**config.mk**
```make
export PLATFORM = sky130hd
export DESIGN_NAME = cdb_arbiter
export DESIGN_NICKNAME = d
export VERILOG_FILES = /design/src/rtl/cdb_arbiter_pkg.sv /design/src/rtl/cdb_arbiter_pick.sv /design/src/rtl/cdb_arbiter.sv
export SDC_FILE = /design/constraint.sdc
export NUM_CORES = 1
export LEC_CHECK = 0
export CAP_MARGIN = 0
export CORE_MARGIN = 5
export CORE_UTILIZATION = 25
export CTS_BUF_LIST = sky130_fd_sc_hd__clkbuf_8 sky130_fd_sc_hd__clkbuf_16
export DETAILED_ROUTE_END_ITERATION = 6
export MAX_ROUTING_LAYER = met4
export PLACE_DENSITY_LB_ADDON = 0.3
export SLEW_MARGIN = 20
export SYNTH_ARGS = -nofsm -noshare
export SYNTH_HDL_FRONTEND = slang
export SYNTH_SLANG_ARGS = --single-unit
```
**constraint.sdc**
```tcl
create_clock -name clk -period 2.6 [get_ports clk]
set_clock_uncertainty 0.15 [all_clocks]
set_input_delay 0.65 -clock clk [delete_from_list [all_inputs] [get_ports clk]]
set_output_delay 0.65 -clock clk [all_outputs]
set_load 0.02 [all_outputs]
```
**src/rtl/cdb_arbiter_pkg.sv**
```systemverilog
// Shared core constants for the CDB arbiter.
// Requester ids, ROB sizing and the garbage RS index.
package cdb_arbiter_pkg;

  localparam int ROB_ENTRIES = 8;
  localparam int TAG_W       = 3;
  localparam int SRC_W       = 2;
  localparam int GARBAGE_RS  = 12;

  typedef enum logic [SRC_W-1:0] {
    REQ_ADD = 2'd0,
    REQ_MUL = 2'd1,
    REQ_LD  = 2'd2
  } req_id_e;

endpackage

```
**src/rtl/cdb_arbiter_pick.sv**
```systemverilog
// Rotating-priority picker: first req at or after ptr wins.
// Pure combinational; returns one-hot gnt, index and any.
module rr_pick #(
  parameter int N = 3
) (
  input  logic [N-1:0] req,
  input  logic [1:0]   ptr,
  output logic [N-1:0] gnt,
  output logic [1:0]   idx,
  output logic         any
);

  always_comb begin
    int j;
    gnt = '0;
    idx = '0;
    any = 1'b0;
    j   = 0;
    for (int k = 0; k < N; k++) begin
      j = int'(ptr) + k;
      if (j >= N) j = j - N;
      if (!any && req[j]) begin
        any    = 1'b1;
        gnt[j] = 1'b1;
        idx    = 2'(j);
      end
    end
  end

endmodule

```
**src/rtl/cdb_arbiter.sv**
```systemverilog
// Round-robin CDB arbiter: ADD/SUB, MUL/DIV and LOAD share one
// registered broadcast; also decodes the ROB completion vector.
module cdb_arbiter #(
  parameter int DATA_W = 32,
  parameter int TAG_W  = 3,
  parameter int N_REQ  = 3
) (
  input  logic                    clk,
  input  logic                    rst_n,
  input  logic                    start,
  input  logic                    cdb_hold,
  input  logic [N_REQ-1:0]        req,
  input  logic [N_REQ*TAG_W-1:0]  req_tag,
  input  logic [N_REQ*DATA_W-1:0] req_data,
  output logic [N_REQ-1:0]        gnt,
  output logic                    cdb_valid,
  output logic [TAG_W-1:0]        cdb_tag,
  output logic [DATA_W-1:0]       cdb_data,
  output logic [1:0]              cdb_src,
  output logic [2**TAG_W-1:0]     rob_done
);
  import cdb_arbiter_pkg::*;

  logic [SRC_W-1:0] ptr;
  logic [SRC_W-1:0] pick_idx;
  logic [N_REQ-1:0] pick_gnt;
  logic             pick_any;
  logic             ok;
  logic             fire;
  logic [TAG_W-1:0]  sel_tag;
  logic [DATA_W-1:0] sel_data;

  rr_pick #(.N(N_REQ)) u_pick (
    .req (req),
    .ptr (ptr),
    .gnt (pick_gnt),
    .idx (pick_idx),
    .any (pick_any)
  );

  // rst_n gates gnt so no grant is visible while in reset
  assign ok   = rst_n && start && !cdb_hold;
  assign fire = ok && pick_any;
  assign gnt  = ok ? pick_gnt : '0;

  always_comb begin
    sel_tag  = '0;
    sel_data = '0;
    for (int i = 0; i < N_REQ; i++) begin
      if (pick_gnt[i]) begin
        sel_tag  = req_tag[i*TAG_W +: TAG_W];
        sel_data = req_data[i*DATA_W +: DATA_W];
      end
    end
  end

  always_ff @(posedge clk or negedge rst_n) begin
    if (!rst_n) begin
      ptr       <= '0;
      cdb_valid <= 1'b0;
      cdb_tag   <= '0;
      cdb_data  <= '0;
      cdb_src   <= '0;
    end else if (!start) begin
      ptr       <= '0;
      cdb_valid <= 1'b0;
    end else if (fire) begin
      ptr       <= (pick_idx == SRC_W'(N_REQ-1)) ?
                   '0 : pick_idx + 1'b1;
      cdb_valid <= 1'b1;
      cdb_tag   <= sel_tag;
      cdb_data  <= sel_data;
      cdb_src   <= pick_idx;
    end else begin
      cdb_valid <= 1'b0;
    end
  end

  always_comb begin
    rob_done          = '0;
    rob_done[cdb_tag] = cdb_valid;
  end

endmodule

```
Word level (Yosys, flattened, before mapping)
Index checks and enable logic that the tools add are counted.

Equality and inequality tests: 2. Multiplexer cells: 41. $add $sub $neg: 6. Bitwise operators: 3. Magnitude comparators: 11. Reductions and logical operators: 13.

Operators by type and width (count): two-way mux 32 bit (6); greater-or-equal comparator 32 x 1 -> 1 bit, second input constant (3); less-than comparator 32 x 4 -> 1 bit, second input constant (3); greater-or-equal comparator 32 x 3 -> 1 bit, second input constant (2); subtractor 32 x 3 -> 32 bit, second input constant (2); two-way mux 3 bit (7); two-way mux 1 bit (15); two-way mux 2 bit (6); logical AND 1 bit (9); bitwise AND 8 bit (1); binary-select mux 1 bit (select 2 bit) (3); demux 1 bit (select 2 bit) (3); OR 3 bit (2); less-than comparator 3 x 4 -> 1 bit, second input constant (1); adder 2 x 1 -> 3 bit, second input constant (1); adder 2 x 2 -> 3 bit, second input constant (1); demux 1 bit (select 3 bit) (1); greater-or-equal comparator 3 x 1 -> 1 bit, second input constant (1); logical NOT 1 bit (3); subtractor 2 x 2 -> 3 bit, second input constant (1); adder 2 x 1 -> 2 bit, second input constant (1); == test 2 bit, second input constant (1); greater-or-equal comparator 2 bit, second input constant (1); inequality test 2 x 1 -> 1 bit, second input constant (1); AND reduction 2 bit (1).

Register bits: 40. Output and inout bits: 49. Logic and storage cells: 81.

Depth between registers and ports, before layout
Gate-level depths: netlist (run 1).

Word-level depth: 16. Gate-level depth with buffers: 12. Mapped depth without buffers: 9.

Hierarchy
Synthesis (run 1) repeated with hierarchy kept, for this count alone.

Cell total of the unflattened synthesis: 291. Area, all modules: 2974.1 µm².

Modules (own cells, without submodules): cdb_arbiter (cells an instance 239, seq. area each 1001.0 µm², instances 1, area an instance 2592.5 µm²); rr_pick (cells an instance 52, seq. area each 0.0 µm², instances 1, area an instance 381.6 µm²).

Worst setup path after synthesis (run 1)
No wires, ideal clock.

Path kind: input-to-output. Start: input req[2]. End: output gnt[2]. Data arrival time: 2.176 ns. Stages: 7. Path slack: -0.376 ns. Cell sequence: buf_2 nand2b_1 mux2_2 o221ai_1 nand2_1 clkbuf_1 nor3_1.

Word-level cells in the longest chain between the ends: 11. Elaborated cells on any way between the ends: 21. Those cells by class: 15 x mux; 2 x bitwise; 4 x reduce/logical.

Ends and longest elaborated chain: from (decl) (line cdb_arbiter.sv:12) `input logic [N_REQ-1:0] req,`; binary-select mux 1 bit (select 2 bit) (line cdb_arbiter_pick.sv:22) `if (!any && req[j]) begin`; two-way mux 1 bit (not written as such) (2 in a row) (line cdb_arbiter_pick.sv:22); two-way mux 1 bit (line cdb_arbiter_pick.sv:22); logical NOT 1 bit (line cdb_arbiter_pick.sv:22); logical AND 1 bit (line cdb_arbiter_pick.sv:22); two-way mux 1 bit (line cdb_arbiter_pick.sv:22); logical NOT 1 bit (line cdb_arbiter_pick.sv:22); logical AND 1 bit (line cdb_arbiter_pick.sv:22); two-way mux 3 bit (*) (line cdb_arbiter_pick.sv:22); two-way mux 3 bit (*) (line cdb_arbiter.sv:44) `assign gnt = ok ? pick_gnt : '0;`; to (decl) (line cdb_arbiter.sv:15) `output logic [N_REQ-1:0] gnt,`.

Mark *: on every way between the ends. The rest lies on a longest branch, timed or not. The select of a mux whose other input is x is not followed.

Worst setup path in the final report (run 1)
Start: register ptr[1]. End: output gnt[0].

Word-level cells in the longest chain between the ends: 13. Elaborated cells on any way between the ends: 47. Those cells by class: 5 x add/sub; 9 x order compare; 24 x mux; 2 x bitwise; 7 x reduce/logical.

Ends and longest elaborated chain: from (decl) (line cdb_arbiter.sv:24) `logic [SRC_W-1:0] ptr;`; from (signal assigned) (line cdb_arbiter.sv:68) `ptr <= (pick_idx == SRC_W'(N_REQ-1)) ?`; parallel branches: the longest is 11 deep, another holds subtractor 32 x 3 -> 32 bit; two-way mux 3 bit (*) (line cdb_arbiter_pick.sv:22); two-way mux 3 bit (*) (line cdb_arbiter.sv:44).

Every way passes the cells marked *. The select of a mux whose other input is x is not followed.

==> results of run 1 <==
-- worst max-delay path, stage by stage (launching register included) --
cell and delay (ns):
dfrtp_1 0.40, inv_2 0.08, ha_4 0.16, buf_6 0.11, mux2i_4 0.24, mux2i_4 0.11
a221oi_4 0.22, o2bb2ai_4 0.08, and2_4 0.14, buf_6 0.12
-- routing by layer --
layer	GRT usage	vias to the layer above	share of wire
met1	0.1981	1669	0.42
met2	0.2934	97	0.52
met5	-	-	0
met3	0.02215	16	0.042
met4	0.04653	0	0.019
li1	-	1627	-
-- power by group through the flow --
stage | Combinational, mW | Clock, mW | Sequential, mW
after global placement | 1.84 | 0 | 0.975
after CTS | 1.91 | 0.653 | 0.975
after global routing | 2.10 | 0.672 | 0.998
after detailed placement | 1.85 | 0 | 0.980
after floorplan | 0.733 | 0 | 1.22
final | 1.97 | 0.626 | 0.974
-- cell usage after synthesis, types with 3 or more instances --
| cell | n |
|---|---|
| a311oi_1 | 12 |
| buf_4 | 8 |
| clkbuf_1 | 5 |
| dfrtp_1 | 40 |
| nand3b_1 | 35 |
| inv_1 | 6 |
| o211ai_1 | 3 |
| nor2b_1 | 4 |
| a311oi_2 | 23 |
| a21oi_1 | 7 |
| nor2_2 | 14 |
| nor2_1 | 32 |
| nand2b_1 | 6 |
| nand2_1 | 47 |
| buf_2 | 10 |
| nor3_1 | 38 |
| ha_1 | 4 |
| buf_6 | 6 |
| o21ai_0 | 4 |
-- final timing paths --
kind / from / depth (start not counted) / to / slack [ns]
setup / recovery: ptr[1] / 9 / gnt[0] / -0.15
hold / removal: rst_n / 2 / cdb_src[0] / 0.30
setup reg to reg: ptr[1] / 13 / cdb_data[24] / -0.07
hold reg to reg: cdb_src[0] / 1 / cdb_src[0] / 0.33
max in group asynchronous: rst_n / 2 / ptr[0] / 1.56
min in group clk: cdb_src[0] / 1 / cdb_src[0] / 0.33
-- sequential cells by signal, summed over array words and instances, names as in the netlist --
signal and count:
cdb_data 32, cdb_tag 3, cdb_valid 1, ptr 2
cdb_src 2
-- final cells by class --
cell class                 instances  area share
sequential                        40      0.1794
multi-input combinational        259      0.3604
inverter                           8    0.005375
tap                              147     0.03292
timing repair buffer             225      0.3951
clock inverter                     2    0.002016
clock buffer                       6     0.02486
-- timing repair --
| action | 4_1_cts | 5_1_grt |
|---|---|---|
| gates cloned | 0 | 2 |
| setup buffers | 8 | 6 |
| pin swaps | 11 | 3 |
| resized for setup | 56 | 17 |
| setup endpoints to repair | 43 | 34 |
| hold buffers | 0 | 0 |
-- per-stage QoR --
| stage | cell area [µm²] | std cells | hold WS [ns] | worst slack, ns |
|---|---|---|---|---|
| 6_report | 5587 | 687 | 0.3048 | -0.1498 |
| 5_1_grt | 5587 | 687 | 0.3383 | -0.2429 |
| 4_1_cts | 5444 | 679 | 0.3340 | -0.1660 |
| 3_5_place_dp | 5071 | 664 | 0.3205 | -0.9470 |
| 3_3_place_gp | 5071 | 664 | 0.3105 | -0.9064 |
| 2_1_floorplan | 3065 | 337 | 0.2044 | -0.04086 |
-- cell families after synthesis --
group,after synthesis
adders and majority gates,4
AOI/OAI and AO/OA,65
and+or+nand+nor,186
buffers and inverters,38
DFF,40
muxes,4
==> impl_metrics.json, run 1 <==
{
  "synthToLayoutAreaGrowth_pct": 85.50,
  "violations": "setup timing",
  "seq_area_um2": 1002,
  "final_common_cell": "clkdlybuf4s50_1",
  "hold_class": "primary input to asynchronous set/reset pin",
  "layout_common_cells": "153 x clkdlybuf4s50_1, 48 x buf_4, 46 x nand2_1",
  "htreeDepth": 2,
  "die_area_um2": 14340,
  "p_comb_frac": 0.552,
  "placement_rows": 40,
  "swShare": 0.3729,
  "power_mw": 3.574,
  "ys_top_cells_by_area": "dfrtp_1 33%, a311oi_2 11%, nand3b_1 8.7%, nor3_1 6.3%, nand2_1 5.9%",
  "synth-compound-area-share": 0.2281,
  "worst_setup_path_end_kind": "primary output",
  "p_int_mw": 2.242,
  "rsz0062_at_grt": "yes",
  "grt_pass1_wl_mm": 18.67,
  "peakVddDrop_mv": 0.2573,
  "via_per_inst": 4.962,
  "synth_top_family_by_area": "simple AND/OR/NAND/NOR gates",
  "clk_pin_slew_worst_paths_ns": 0.06,
  "drv_slew": 0,
  "synth_edf_count": 0,
  "coreArea_um2": 11910,
  "die_w_um": 119.8,
  "min_period_ns": 2.750,
  "worstSetupPathType": "flop to primary output",
  "clock_latency_ns": 0.28,
  "synthSimpleGateAreaFrac": 0.3236,
  "cts_sinks": 40,
  "power_density_nw_per_um2": 639.8,
  "outcome": "complete, but fails checks",
  "overflow": 0,
  "die_height_um": 119.8,
  "timing.critical_path.from_type": "flop",
  "synth_fp_nets": 453,
  "worst_slack_ns": -0.1498,
  "num_vias": 3409,
  "port_buffers": 160,
  "antenna_found_initial": 0,
  "start_util": 0.2528,
  "finalSetupViolations": 5,
  "max_freq_mhz": 363.7,
  "seqPwrFrac": 0.273,
  "async_flop_share": 1.000,
  "synth_top_area_frac": 0.3324,
  "cts_made_buffers": 5,
  "leakage_nw": 2.036,
  "crit_arrival_ns": 1.95,
  "synthFlopType": "dfrtp_1",
  "final_net_count": 655,
  "grtUsageTotal": 0.1659,
  "clockBufferDepth": 2,
  "drc": 0,
  "finalCritPeriodShare": 1.058,
  "gp_congestion": 0.8647,
  "yosysSeqAreaShare": 0.3324,
  "p_sw_mw": 1.333,
  "synth.area.mux_share": 0.02243,
  "detail-route-antenna-nets": 0,
  "ys_ff_latch": 40,
  "ys_types": 47,
  "drt_iter0_markers": 143,
  "hpwl_mm": 8.934,
  "wl_per_cell_um": 17.80,
  "synth_area_leader_cell": "dfrtp_1",
  "ys.warnings.count": 0,
  "io_pins": 161,
  "cp_max_fo": 4,
  "syn-mean-instance-area_um2": 8.937,
  "routed_wl_mm": 12.23,
  "cap_violations": 0,
  "drive_gt1_frac": 0.2963,
  "synthAdderAreaFrac": 0.01662,
  "hold_violations": 0,
  "crit_required_ns": 1.80,
  "netlist_area_um2": 3012,
  "fin_util": 0.4690,
  "grt_pass1_vias": 3608,
  "antennaDiodeCount": 0,
  "cts-root-buf": "clkbuf_16",
  "synth-xor-area-share": 0,
  "pwr-share-clk": 0.175,
  "tightestPinTransition_ns": 0.5578,
  "relSlewSlack": 0.6281,
  "netlist_instances": 337,
  "final.setup.tns_ns": -0.4434,
  "fillers": 1156,
  "grt_max_degree": 41,
  "cts_tree": "done",
  "multi_input_area_um2": 2013,
  "first_pass_iters": 4
}
Power figures use the tool's default switching activity.
==> run 2: changes to the inputs <==
--- a/config.mk
+++ b/config.mk
@@ -6,9 +6,12 @@
 export NUM_CORES = 1
 export LEC_CHECK = 0
 export CAP_MARGIN = 0
+export CELL_PAD_IN_SITES_DETAIL_PLACEMENT = 1
+export CELL_PAD_IN_SITES_GLOBAL_PLACEMENT = 1
 export CORE_MARGIN = 5
 export CORE_UTILIZATION = 25
 export CTS_BUF_LIST = sky130_fd_sc_hd__clkbuf_8 sky130_fd_sc_hd__clkbuf_16
+export CTS_CLUSTER_SIZE = 12
 export DETAILED_ROUTE_END_ITERATION = 6
 export MAX_ROUTING_LAYER = met4
 export PLACE_DENSITY_LB_ADDON = 0.3
==> run 2 against run 1 <==
  * Utilization fell by 0.35 points
  * Wire length rose by 7.0%
  * Largest cell class unchanged
  * Via count fell by 0.15%
  * Global-route usage rose by 1.7 points
  * Count of clock-buffer cells in the layout fell by 1
  * Worst hold slack improved by 0.0078 ns
  * Critical path depth did not move
  * Total power rose by 2.0%
  * The flow still finishes with violations (setup timing)
==> impl_metrics.json, run 2 (synthesized netlist as in run 1, its figures left out) <==
{
  "overflow": 0,
  "crit_arrival_ns": 2.03,
  "synthToLayoutAreaGrowth_pct": 84.13,
  "clockBufferDepth": 2,
  "final.setup.tns_ns": -0.7996,
  "first_pass_iters": 4,
  "drt_iter0_markers": 135,
  "top_layer": "met4",
  "final_cell_area_um2": 5545,
  "coreArea_um2": 11910,
  "htreeDepth": 2,
  "cp_max_fo": 4,
  "die_height_um": 119.8,
  "drive_gt1_frac": 0.2707,
  "crit_buf_inv": 3,
  "fillers": 1389,
  "grt_pass1_vias": 3831,
  "start_util": 0.2528,
  "final_common_cell": "clkdlybuf4s50_1",
  "cap_violations": 0,
  "top_regs": "cdb_data (32), cdb_tag (3)",
  "hold_class": "primary input to asynchronous set/reset pin",
  "leakage_nw": 2.018,
  "drv_slew": 0,
  "placement_rows": 40,
  "die_area_um2": 14340,
  "wl_met3_um": 561,
  "placed_cells": 663,
  "cts-root-buf": "clkbuf_16",
  "grt_max_degree": 41,
  "antenna_found_initial": 0,
  "largest-register": "cdb_data",
  "violations": "setup timing",
  "wl_per_cell_um": 19.28,
  "finalCritPeriodShare": 1.088,
  "power_density_nw_per_um2": 657.8,
  "finalSetupViolations": 14,
  "drc": 0,
  "hold_violations": 0,
  "cts_tree": "done",
  "multi_input_area_um2": 1954,
  "clk_pin_slew_worst_paths_ns": 0.06,
  "final_net_count": 647,
  "layout_common_cells": "153 x clkdlybuf4s50_1, 46 x nand2_1, 41 x buf_4",
  "gp_congestion": 0.8125,
  "worstSetupPathType": "flop to primary output",
  "crit_required_ns": 1.80,
  "min_period_ns": 2.829,
  "wl_met2_mm": 6.939,
  "largest_register_ffs": 32,
  "path_delay_family": "flip-flops",
  "max_freq_mhz": 353.4,
  "cts_sinks": 40,
  "met1_length_mm": 5.428,
  "seq_area_um2": 1002,
  "final_cells": 679,
  "clock_latency_ns": 0.28,
  "crit_chain": "inv_2, ha_4, buf_12, mux2i_4, mux2i_4, a221oi_4, o2bb2ai_4, and2_4, buf_6",
  "rsz0062_at_grt": "yes",
  "grtUsageTotal": 0.1834,
  "hold_buffers": 0,
  "worst_setup_path_end_kind": "primary output",
  "place_area_um2": 5114,
  "timing.critical_path.from_type": "flop",
  "routed_wl_mm": 13.09,
  "path_common_cell": "mux2i_4",
  "num_vias": 3404,
  "relSlewSlack": 0.6057,
  "die_w_um": 119.8,
  "hpwl_mm": 9.678,
  "worst_slack_ns": -0.2293,
  "detail-route-antenna-nets": 0,
  "port_buffers": 160,
  "fin_util": 0.4655,
  "tightestPinTransition_ns": 0.5914,
  "grt_pass1_wl_mm": 20.48,
  "cp_slowest_cell": "dfrtp_1",
  "io_pins": 161,
  "power_mw": 3.648,
  "via_per_inst": 5.013,
  "max_stage_delay_ns": 0.40,
  "cts_made_buffers": 5,
  "peakVddDrop_mv": 0.2908,
  "outcome": "complete, but fails checks",
  "antennaDiodeCount": 0
}
## run 2: final timing paths
| kind | from | cells after the start | slack (ns) | endpoint |
|---|---|---|---|---|
| worst max-delay path | ptr[1] | 9 | -0.23 | gnt[0] |
| worst min-delay path | rst_n | 2 | 0.31 | cdb_data[10] |
| worst max register to register | ptr[1] | 11 | -0.06 | cdb_data[5] |
| worst min register to register | cdb_src[0] | 1 | 0.34 | cdb_src[0] |
| max in group asynchronous | rst_n | 2 | 1.53 | ptr[0] |
| min in group clk | cdb_src[0] | 1 | 0.34 | cdb_src[0] |
## run 2: metal layers
metal | global-route usage | up-vias
li1 | - | 1613
met1 | 0.2116 | 1679
met2 | 0.3372 | 102
met3 | 0.02639 | 10
met4 | 0.04080 | 0
met5 | - | -
## run 2: area by class of cell
type,count,share of cell area
clock buffers,5,0.02256
inverters,8,0.006318
well taps,147,0.03317
multi-input cells,259,0.3524
clock inverters,3,0.007671
flip-flops and latches,40,0.1807
repair buffers,217,0.3971
## run 2: per-stage QoR
step / setup WS, ns / hold slack (ns)
global placement: -0.8764 / 0.3093
CTS: -0.2248 / 0.3415
floorplan: -0.04086 / 0.2044
detailed placement: -0.8836 / 0.3272
global route: -0.3071 / 0.3494
finish: -0.2293 / 0.3126
## run 2: power by group
group | total, mW | leakage [nW] | switching (mW) | internal (mW)
Clock | 0.721 | 0.0798 | 0.270 | 0.452
Combinational | 1.95 | 1.48 | 0.939 | 1.01
Sequential | 0.980 | 0.459 | 0.152 | 0.828
Total | 3.65 | 2.02 | 1.36 | 2.29
## run 2: what timing repair did
| item | in CTS | in global routing |
|---|---|---|
| gates resized for setup | 50 | 7 |
| endpoints found under the setup margin | 43 | 42 |
| pin swaps | 9 | 4 |
| gates cloned | 1 | 1 |
| buffers inserted | 4 | 3 |
==> run 3: changes to the inputs <==
--- a/config.mk
+++ b/config.mk
@@ -15,6 +15,7 @@
 export DETAILED_ROUTE_END_ITERATION = 6
 export MAX_ROUTING_LAYER = met4
 export PLACE_DENSITY_LB_ADDON = 0.3
+export REMOVE_ABC_BUFFERS = 1
 export SLEW_MARGIN = 20
 export SYNTH_ARGS = -nofsm -noshare
 export SYNTH_HDL_FRONTEND = slang
==> constraint.sdc (replaced) <==
create_clock -name clk -period 3.3 [get_ports clk]
set_clock_uncertainty 0.15 [all_clocks]
set_input_delay 0.825 -clock clk [delete_from_list [all_inputs] [get_ports clk]]
set_output_delay 0.825 -clock clk [all_outputs]
set_load 0.02 [all_outputs]
==> run 3 against run 2 <==
  * The run now ends clean
  * First-iteration DRC count down 6.7%
  * Clock power down 32%
  * Wire length down 8.9%
  * Sequential power down 22%
  * Total power down 26%
  * Setup slack better by 0.37 ns
  * Worst hold slack better by 0.016 ns
  * Critical path depth down 1
  * Non-clock buffer count down 23
  * Critical path type is now primary input to primary output
  * Die area unchanged
  * Combinational power down 27%
  * Sequential share of layout area up 1.5 points
==> impl_metrics.json, run 3 (synthesized netlist as in run 1, its figures left out) <==
{
  "layout_common_cells": "153 x clkdlybuf4s50_1, 47 x nand2_1, 40 x dfrtp_1",
  "finalCritPeriodShare": 0.9574,
  "hold_class": "flop to flop",
  "final_common_cell": "clkdlybuf4s50_1",
  "coreArea_um2": 11910,
  "relSlewSlack": 0.6387,
  "worst_setup_path_end_kind": "primary output",
  "start_util": 0.2528,
  "die_height_um": 119.8,
  "synthToLayoutAreaGrowth_pct": 69.92,
  "finalSetupViolations": 0,
  "tightestPinTransition_ns": 0.5420,
  "cts_sinks": 40,
  "crit_arrival_ns": 2.18,
  "grt_pass1_vias": 3550,
  "die_area_um2": 14340,
  "htreeDepth": 2,
  "largest_register_ffs": 32,
  "fillers": 1408,
  "worstSetupPathType": "primary input to primary output",
  "drc": 0,
  "wl_per_cell_um": 18.17,
  "placement_rows": 40,
  "cts_made_buffers": 5,
  "crit_required_ns": 2.32,
  "grt_pass1_wl_mm": 18.86,
  "drt_iter0_markers": 126,
  "gp_congestion": 0.8914,
  "drive_gt1_frac": 0.1906,
  "max_freq_mhz": 316.5,
  "hold_violations": 0,
  "clockBufferDepth": 2,
  "min_period_ns": 3.159,
  "antennaDiodeCount": 0,
  "cp_max_fo": 4,
  "cts_tree": "done",
  "antenna_found_initial": 0,
  "top_regs": "cdb_data (32), cdb_tag (3)",
  "peakVddDrop_mv": 0.1765,
  "final_cell_area_um2": 5117,
  "routed_wl_mm": 11.92,
  "grt_max_degree": 47,
  "die_w_um": 119.8,
  "num_vias": 3263,
  "final_net_count": 624,
  "grtUsageTotal": 0.1693,
  "first_pass_iters": 4,
  "leakage_nw": 1.852,
  "io_pins": 161,
  "cap_violations": 0,
  "timing.critical_path.from_type": "primary input",
  "hpwl_mm": 8.863,
  "clock_latency_ns": 0.28,
  "power_density_nw_per_um2": 523.9,
  "overflow": 0,
  "cts-root-buf": "clkbuf_16",
  "place_area_um2": 4926,
  "power_mw": 2.681,
  "detail-route-antenna-nets": 0,
  "via_per_inst": 4.974,
  "outcome": "completed",
  "port_buffers": 160,
  "rsz0062_at_grt": "no",
  "clk_pin_slew_worst_paths_ns": 0.06,
  "drv_slew": 0,
  "largest-register": "cdb_data"
}
-- run 3: changes by cell type in the layout (fill, tap and decap cells not counted), moves of 3 or more --
cell and delta:
ha_1 +4, buf_2 +3, buf_4 -16, nor2_1 +3
buf_6 -5, inv_1 +5, ha_4 -3, nor2_2 -3
-- run 3: what timing repair did --
| action | CTS | global route |
|---|---|---|
| endpoints found under the hold margin | 0 | 0 |
| endpoints found under the setup margin | 3 | 3 |
| buffers inserted | 0 | 1 |
| pin swaps | 1 | 1 |
| hold buffers | 0 | 0 |
| gates cloned | 0 | 1 |
| gates resized for setup | 18 | 6 |
-- run 3: power by group --
group	internal (mW)	switching (mW)
logic	0.728	0.703
clock network	0.296	0.192
registers	0.652	0.110
total	1.68	1.00
-- run 3: through the flow --
stage | hold slack, ns | utilization | worst slack [ns] | std cells | setup TNS (ns)
finish | 0.3286 | 0.4296 | 0.1407 | 656 | 0
global route | 0.3716 | 0.4296 | 0.01122 | 656 | 0
CTS | 0.3337 | 0.4269 | -0.06802 | 654 | -0.06802
detailed placement | 0.3207 | 0.4136 | -0.5081 | 646 | -1.458
global placement | 0.3131 | 0.4136 | -0.4672 | 646 | -1.294
floorplan | 0.3721 | - | -0.3032 | 307 | -3.643
-- run 3: critical path: stages --
cell and delay (ns):
dlygate4sd2_1 0.28, buf_4 0.16, mux2i_4 0.19, mux2i_4 0.11
nor2_1 0.19, o2bb2ai_4 0.13, and2_1 0.13, buf_2 0.16
-- run 3: path summary, 6_finish.rpt --
path	from	cells past startpoint	to	slack, ns
setup / recovery	req[0]	8	gnt[0]	0.14
hold / removal	cdb_src[0]	1	cdb_src[0]	0.33
setup reg to reg	ptr[0]	10	cdb_data[16]	0.57
hold reg to reg	cdb_src[0]	1	cdb_src[0]	0.33
max in group asynchronous	rst_n	2	ptr[1]	2.04
min in group asynchronous	rst_n	2	cdb_data[8]	0.59
-- run 3: area by class of cell --
class	count	area, µm²	area share
clock buffers	6	138.9	0.02714
clock inverters	2	7.507	0.001467
inverters	8	30.03	0.005868
multi-input cells	259	1821	0.3557
flip-flops and latches	40	1001	0.1956
well taps	147	183.9	0.03594
repair buffers	194	1936	0.3782
-- run 3: metal layers --
layer	up-vias	wire length, µm	track usage
met5	-	0	-
met4	0	112	0.03150
met3	9	685	0.04100
met2	103	5880	0.2874
met1	1582	5240	0.2073
li1	1569	-	-
==> edit 1 (config.mk and constraints of run 2) <==
Make the reset (`rst_n`) synchronous in one clocked block.
--- a/src/rtl/cdb_arbiter.sv
+++ b/src/rtl/cdb_arbiter.sv
@@ -55,5 +55,5 @@
   end
 
-  always_ff @(posedge clk or negedge rst_n) begin
+  always_ff @(posedge clk) begin
     if (!rst_n) begin
       ptr       <= '0;
Formal check against the unedited RTL: differs if rst_n is asserted again (counterexample within 4 cycles, from zero or initial values and one cycle with rst_n low); with rst_n held inactive, the same outputs for 10 cycles.
==> edit 1 against run 2 <==
The flow still finishes with violations (negative setup slack). Critical endpoint is now gnt[2]. Worst setup slack got worse by 0.13 ns. Fmax fell by 4.4%. Wire length fell by 15%. Core utilization rose by 0.54 points. Sequential cell count did not move. Register-to-register slack got worse by 0.24 ns. Highest routed layer unchanged. Count of clock-buffer cells in the layout did not move. Area after synthesis fell by 11%. Design area fell by 12%.
Power is not compared: it rests on default switching activity, and its combinational part moved more than twofold at a synthesized area within 25%.
==> edit 1: results (changes against run 2) <==
----------------------------------------------------
[Run status]
  Run status ... finished, violations left (unchanged)
  Failing checks ... negative setup slack (unchanged)

[Routing]
  Amount of wire on met2 after detailed routing ... 5.80 mm (was 6.94 mm)
  Wire length on met3 ... 632 µm (was 561 µm)
  Total length of routed wires ... 11.2 mm (was 13.1 mm)
  Avg Vias per Cell ... 4.90 (was 5.01)
  Met1 wire length ... 4.53 mm (was 5.43 mm)

[Synthesis]
  Synthesized instance count ... 315 (was 337)
  Proportion of synthesized chip area in sequential cells ... 0.298 (was 0.332)
  Leading post-synthesis cells by cell area ... sky130_fd_sc_hd__dfxtp_1, sky130_fd_sc_hd__o221ai_2, sky130_fd_sc_hd__a31oi_1, sky130_fd_sc_hd__or3_1, sky130_fd_sc_hd__nand2_1 (was sky130_fd_sc_hd__dfrtp_1, sky130_fd_sc_hd__a311oi_2, sky130_fd_sc_hd__nand3b_1, sky130_fd_sc_hd__nor3_1, sky130_fd_sc_hd__nand2_1)
  Top_reg_cell synth ... sky130_fd_sc_hd__dfxtp_1 (was sky130_fd_sc_hd__dfrtp_1)
  Synth cell count leaders ... sky130_fd_sc_hd__nand2_1, sky130_fd_sc_hd__dfxtp_1, sky130_fd_sc_hd__inv_1 (was sky130_fd_sc_hd__nand2_1, sky130_fd_sc_hd__dfrtp_1, sky130_fd_sc_hd__nor3_1)
  Count of unique library cells instantiated by Yosys ... 44 (was 47)
  Share of async-settable or async-resettable flops after synthesis ... 0 (was 1.00)

[Setup path]
  Worst-case register-to-register setup slack ... -0.30 ns (was -0.06 ns)
  Worst Reg2Reg Path Length in Cells ... 19 (was 11)
  Startpoint of the lowest-slack register-to-register path ... ptr[0] (was ptr[1])
  Launch point of the worst path ... ptr[0] (was ptr[1])
  Timing endpoint of the critical path ... gnt[2] (was gnt[0])
  Endpoint arrival time on the critical path ... 2.16 ns (was 2.03 ns)
  Delay of the slowest cell on the worst path ... 0.44 ns (was 0.40 ns)
  Worst flop-to-flop path endpoint ... ptr[1] (was cdb_data[5])
  Crit-path slowest cell ... sky130_fd_sc_hd__a311o_2 (was sky130_fd_sc_hd__dfrtp_1)

[Finish]
  Nets ... 613 (was 647)
  Ratio of cells with drive above 1 in the final layout ... 0.233 (was 0.271)
  Filler cell count in the final layout ... 1215 (was 1389)

[STA]
  Number of failing setup endpoints in the final timing report ... 15 (was 14)
  Post-route setup TNS ... -1.98 ns (was -0.800 ns)
  Setup slack of the critical path after layout ... -0.360 ns (was -0.229 ns)
  Max-slew headroom at the worst pin ... 0.601 (was 0.606)

[CTS]
  CTS-repair resized insts ... 40 (was 50)
  CTS clk-pin slew, worst paths ... 0.08 ns (was 0.06 ns)
  Root Buffer Master ... sky130_fd_sc_hd__clkbuf_8 (was sky130_fd_sc_hd__clkbuf_16)
  Post-CTS setup repair buffer count ... 13 (was 4)

[Global routing]
  Total routing usage reported by global routing ... 0.172 (was 0.183)
  Vias in the first global route ... 3353 (was 3831)

[Place]
  RD Place Congestion ... 0.834 (was 0.813)

[Min path]
  Type of the tightest min-delay check ... reg -> reg (was in -> async)

----------------------------------------------------
[edit 1: cell types whose count changed in the layout (fill, tap and decap cells not counted), moves of 6 or more]
cell / before / now
sky130_fd_sc_hd__dfrtp_1: 39 / 0
sky130_fd_sc_hd__o221ai_1: 0 / 6
sky130_fd_sc_hd__or3_1: 0 / 35
sky130_fd_sc_hd__a311oi_1: 12 / 0
sky130_fd_sc_hd__nor3_1: 37 / 3
sky130_fd_sc_hd__nand3b_1: 35 / 3
sky130_fd_sc_hd__o221ai_2: 1 / 29
sky130_fd_sc_hd__a31oi_1: 0 / 35
sky130_fd_sc_hd__nor2_2: 17 / 2
sky130_fd_sc_hd__inv_1: 3 / 36
sky130_fd_sc_hd__nor2_1: 29 / 9
sky130_fd_sc_hd__a311oi_2: 23 / 0
sky130_fd_sc_hd__buf_4: 41 / 33
sky130_fd_sc_hd__dfxtp_1: 0 / 38
[edit 1: area by class of cell]
| type | count | area share |
|---|---|---|
| multi-input cells | 207 | 0.339 |
| inverters | 40 | 0.0319 |
| repair buffers | 203 | 0.413 |
| clock inverters | 3 | 0.00383 |
| clock buffers | 5 | 0.0140 |
| flip-flops and latches | 40 | 0.164 |
| well taps | 136 | 0.0347 |
[edit 1: stage by stage]
stage / utilization / worst slack, ns / hold slack, ns
final: 0.471 / -0.360 / 0.370
after global routing: 0.471 / -0.439 / 0.383
after CTS: 0.460 / -0.301 / 0.374
after detailed placement: 0.437 / -1.04 / 0.350
after global placement: 0.437 / -0.977 / 0.348
after floorplan: - / -0.0472 / 0.320
[edit 1: cell families after synthesis]
logic type,after synthesis,synth area share
AND/OR/NAND/NOR,110,0.216
AO/OA/AOI/OAI,88,0.316
buffers and inverters,68,0.127
flip-flops,40,0.298
multiplexers,5,0.0238
adder cells (fa/ha/maj),4,0.0186
[edit 1: how the worst min path moves through the flow]
stage	from	to	slack [ns]	depth (start not counted)
2_1_floorplan	ptr[0]	ptr[0]	0.32	2
3_3_place_gp	cdb_src[0]	cdb_src[0]	0.35	2
3_5_place_dp	cdb_src[1]	cdb_src[1]	0.35	1
4_1_cts	cdb_src[1]	cdb_src[1]	0.37	1
5_1_grt	cdb_src[1]	cdb_src[1]	0.38	1
6_report	cdb_src[1]	cdb_src[1]	0.37	1
[edit 1: power by group]
part | internal, mW | total, mW | switching (mW)
clock | 0.188 | 0.431 | 0.244
combinational | 0.333 | 0.583 | 0.249
sequential | 0.643 | 0.667 | 0.0231
[edit 1: metal layers]
layer / vias to the layer above / track usage
li1: 1506 / -
met1: 1479 / 0.197
met2: 109 / 0.308
met3: 14 / 0.0318
met4: 0 / 0.0465
met5: - / -
==> edit 2 (settings of run 2) <==
Without the edit above. The parameter `DATA_W` goes from 32 to 64.
--- a/src/rtl/cdb_arbiter.sv
+++ b/src/rtl/cdb_arbiter.sv
@@ -2,5 +2,5 @@
 // registered broadcast; also decodes the ROB completion vector.
 module cdb_arbiter #(
-  parameter int DATA_W = 32,
+  parameter int DATA_W = 64,
   parameter int TAG_W  = 3,
   parameter int N_REQ  = 3
Interface: changed (resized cdb_data and req_data); port bits go from 161 to 289. The function was not compared with the original's and may differ.
==> edit 2 against run 2 <==
The run still ends with negative setup slack left. Total power grew 72%. Synthesized cell count grew 51%. Worst setup slack lost 0.16 ns. Area after synthesis grew 53%. Design area grew 53%. Wire length grew 91%. Sequential cell count grew 32. Critical endpoint is now gnt[2]. Largest power group unchanged.
==> edit 2: results (changes against run 2) <==
----------------------------------------------------
[Synthesis]
  Mapped Nets ... 721 (was 453)
  Average cell area after synthesis ... 9.07 µm² (was 8.94 µm²)
  Leading post-synthesis cells by cell area ... sky130_fd_sc_hd__dfrtp_1, sky130_fd_sc_hd__a31oi_1, sky130_fd_sc_hd__o2111ai_1, sky130_fd_sc_hd__o22ai_1, sky130_fd_sc_hd__clkbuf_1 (was sky130_fd_sc_hd__dfrtp_1, sky130_fd_sc_hd__a311oi_2, sky130_fd_sc_hd__nand3b_1, sky130_fd_sc_hd__nor3_1, sky130_fd_sc_hd__nand2_1)
  Proportion of synthesized chip area in sequential cells ... 0.390 (was 0.332)
  Count of unique library cells instantiated by Yosys ... 46 (was 47)

[Place]
  RD Place Congestion ... 0.884 (was 0.813)
  Count of buffers inserted at the top-level ports ... 288 (was 160)
  DPL Wire Length ... 17.3 mm (was 9.68 mm)

[Routing]
  DR WL/cell ... 24.4 µm (was 19.3 µm)
  Vias after detailed routing ... 6038 (was 3404)
  Detailed Route Iter0 Violations ... 359 (was 135)
  Total length of routed wires ... 24.9 mm (was 13.1 mm)

[Run status]
  Failing checks ... negative setup slack (unchanged)
  Run status ... finished, violations left (unchanged)

[Global routing]
  Vias in the first global route ... 6512 (was 3831)
  Wire length of the first global-routing pass ... 38.7 mm (was 20.5 mm)
  Initial antenna violation count ... 1 (was 0)
  Total routing usage reported by global routing ... 0.232 (was 0.183)
  Pin count of the biggest net entering global routing ... 73 (was 41)

[Power]
  Leakage power of the design ... 3.14 nW (was 2.02 nW)
  Worst-case vdd ir drop ... 0.000326 V (was 0.000291 V)

[CTS]
  Number of CTS-inserted buffers ... 9 (was 5)
  Source-to-sink clock delay at the later pin of the worst-skew pair ... 0.33 ns (was 0.28 ns)

[Setup path]
  Worst Reg2Reg Path Length in Cells ... 7 (was 11)
  Endpoint arrival time on the critical path ... 2.19 ns (was 2.03 ns)
  Worst flop-to-flop path endpoint ... cdb_data[11] (was cdb_data[5])
  Crit-path slowest cell ... sky130_fd_sc_hd__dfrtp_2 (was sky130_fd_sc_hd__dfrtp_1)
  Worst-case register-to-register setup slack ... -0.24 ns (was -0.06 ns)
  Delay of the slowest cell on the worst path ... 0.44 ns (was 0.40 ns)
  Critical path fanouts, max ... 4 (unchanged)

[Finish]
  Largest registers ranked by flip-flop count ... cdb_data (64), cdb_tag (3) (was cdb_data (32), cdb_tag (3))
  Ratio of cells with drive above 1 in the final layout ... 0.139 (was 0.271)
  Nets ... 999 (was 647)

[STA]
  Setup slack of the critical path after layout ... -0.386 ns (was -0.229 ns)
  Number of failing setup endpoints in the final timing report ... 70 (was 14)
  Actual slew at the worst max-slew pin ... 0.999 ns (was 0.591 ns)

[Min path]
  Type of the tightest min-delay check ... reg -> reg (was in -> async)

----------------------------------------------------
==> edit 2: stage by stage <==
step	worst slack, ns	utilization	area [µm²]	setup TNS (ns)
finish	-0.386	0.471	8510	-11.78
global route	-0.473	0.471	8510	-20.28
CTS	-0.407	0.467	8440	-17.67
detailed placement	-1.02	0.444	8030	-50.08
global placement	-1.02	0.444	8030	-46.63
floorplan	-0.154	-	4730	-0.430
==> edit 2: cell type report <==
type	count	area, µm²
well taps	229	287
clock buffers	11	253
diodes	1	2.50
fillers	2001	9570
multi-input cells	352	2580
inverters	7	33.8
flip-flops and latches	72	1800
repair buffers	345	3480
clock inverters	4	68.8
==> edit 2: power breakdown <==
group / leakage [nW] / internal, mW / switching (mW)
Sequential: 0.823 / 1.49 / 0.264
Combinational: 2.15 / 1.56 / 1.59
Clock: 0.163 / 0.883 / 0.487
Total: 3.14 / 3.93 / 2.34
==> edit 2: layer usage <==
layer  vias to the layer above  wire (µm)  track usage
li1                       2704          -            -
met1                      2948      10500        0.298
met2                       355      11800        0.367
met3                        31       2160       0.0539
met4                         0        503       0.0646
met5                         -          0            -
==> edit 2: worst max-delay path by stage <==
| stage | depth (start not counted) | from | end | slack [ns] |
|---|---|---|---|---|
| floorplan | 9 | ptr[1] | gnt[0] | -0.15 |
| global placement | 7 | req[0] | gnt[1] | -1.02 |
| detailed placement | 7 | req[0] | gnt[1] | -1.02 |
| CTS | 6 | ptr[1] | gnt[0] | -0.41 |
| global route | 8 | ptr[0] | gnt[2] | -0.47 |
| finish | 8 | ptr[0] | gnt[2] | -0.39 |
==> edit 2: what timing repair did <==
action                     CTS  global route
buffers inserted             6             0
setup endpoints to repair   70            76
gates resized for setup     33            20
cloned                       0             0
pin swaps                    5             7
==> edit 2: kinds of logic after synthesis <==
| kind of cell | Yosys count | synth area share |
|---|---|---|
| buf+inv | 85 | 0.0845 |
| flops | 72 | 0.390 |
| fa+ha+maj | 4 | 0.0108 |
| compound gates | 295 | 0.443 |
| mux | 4 | 0.0141 |
| simple gates | 49 | 0.0572 |
==> edit 2: worst max-delay path, delay by kind of cell, from the launching register on <==
kind | cells | cell delay [ns]
AO/OA/AOI/OAI | 2 | 0.69
adder cells (fa/ha/maj) | 1 | 0.23
buffers and inverters | 4 | 0.39
flip-flops | 1 | 0.44
AND/OR/NAND/NOR | 1 | 0.13
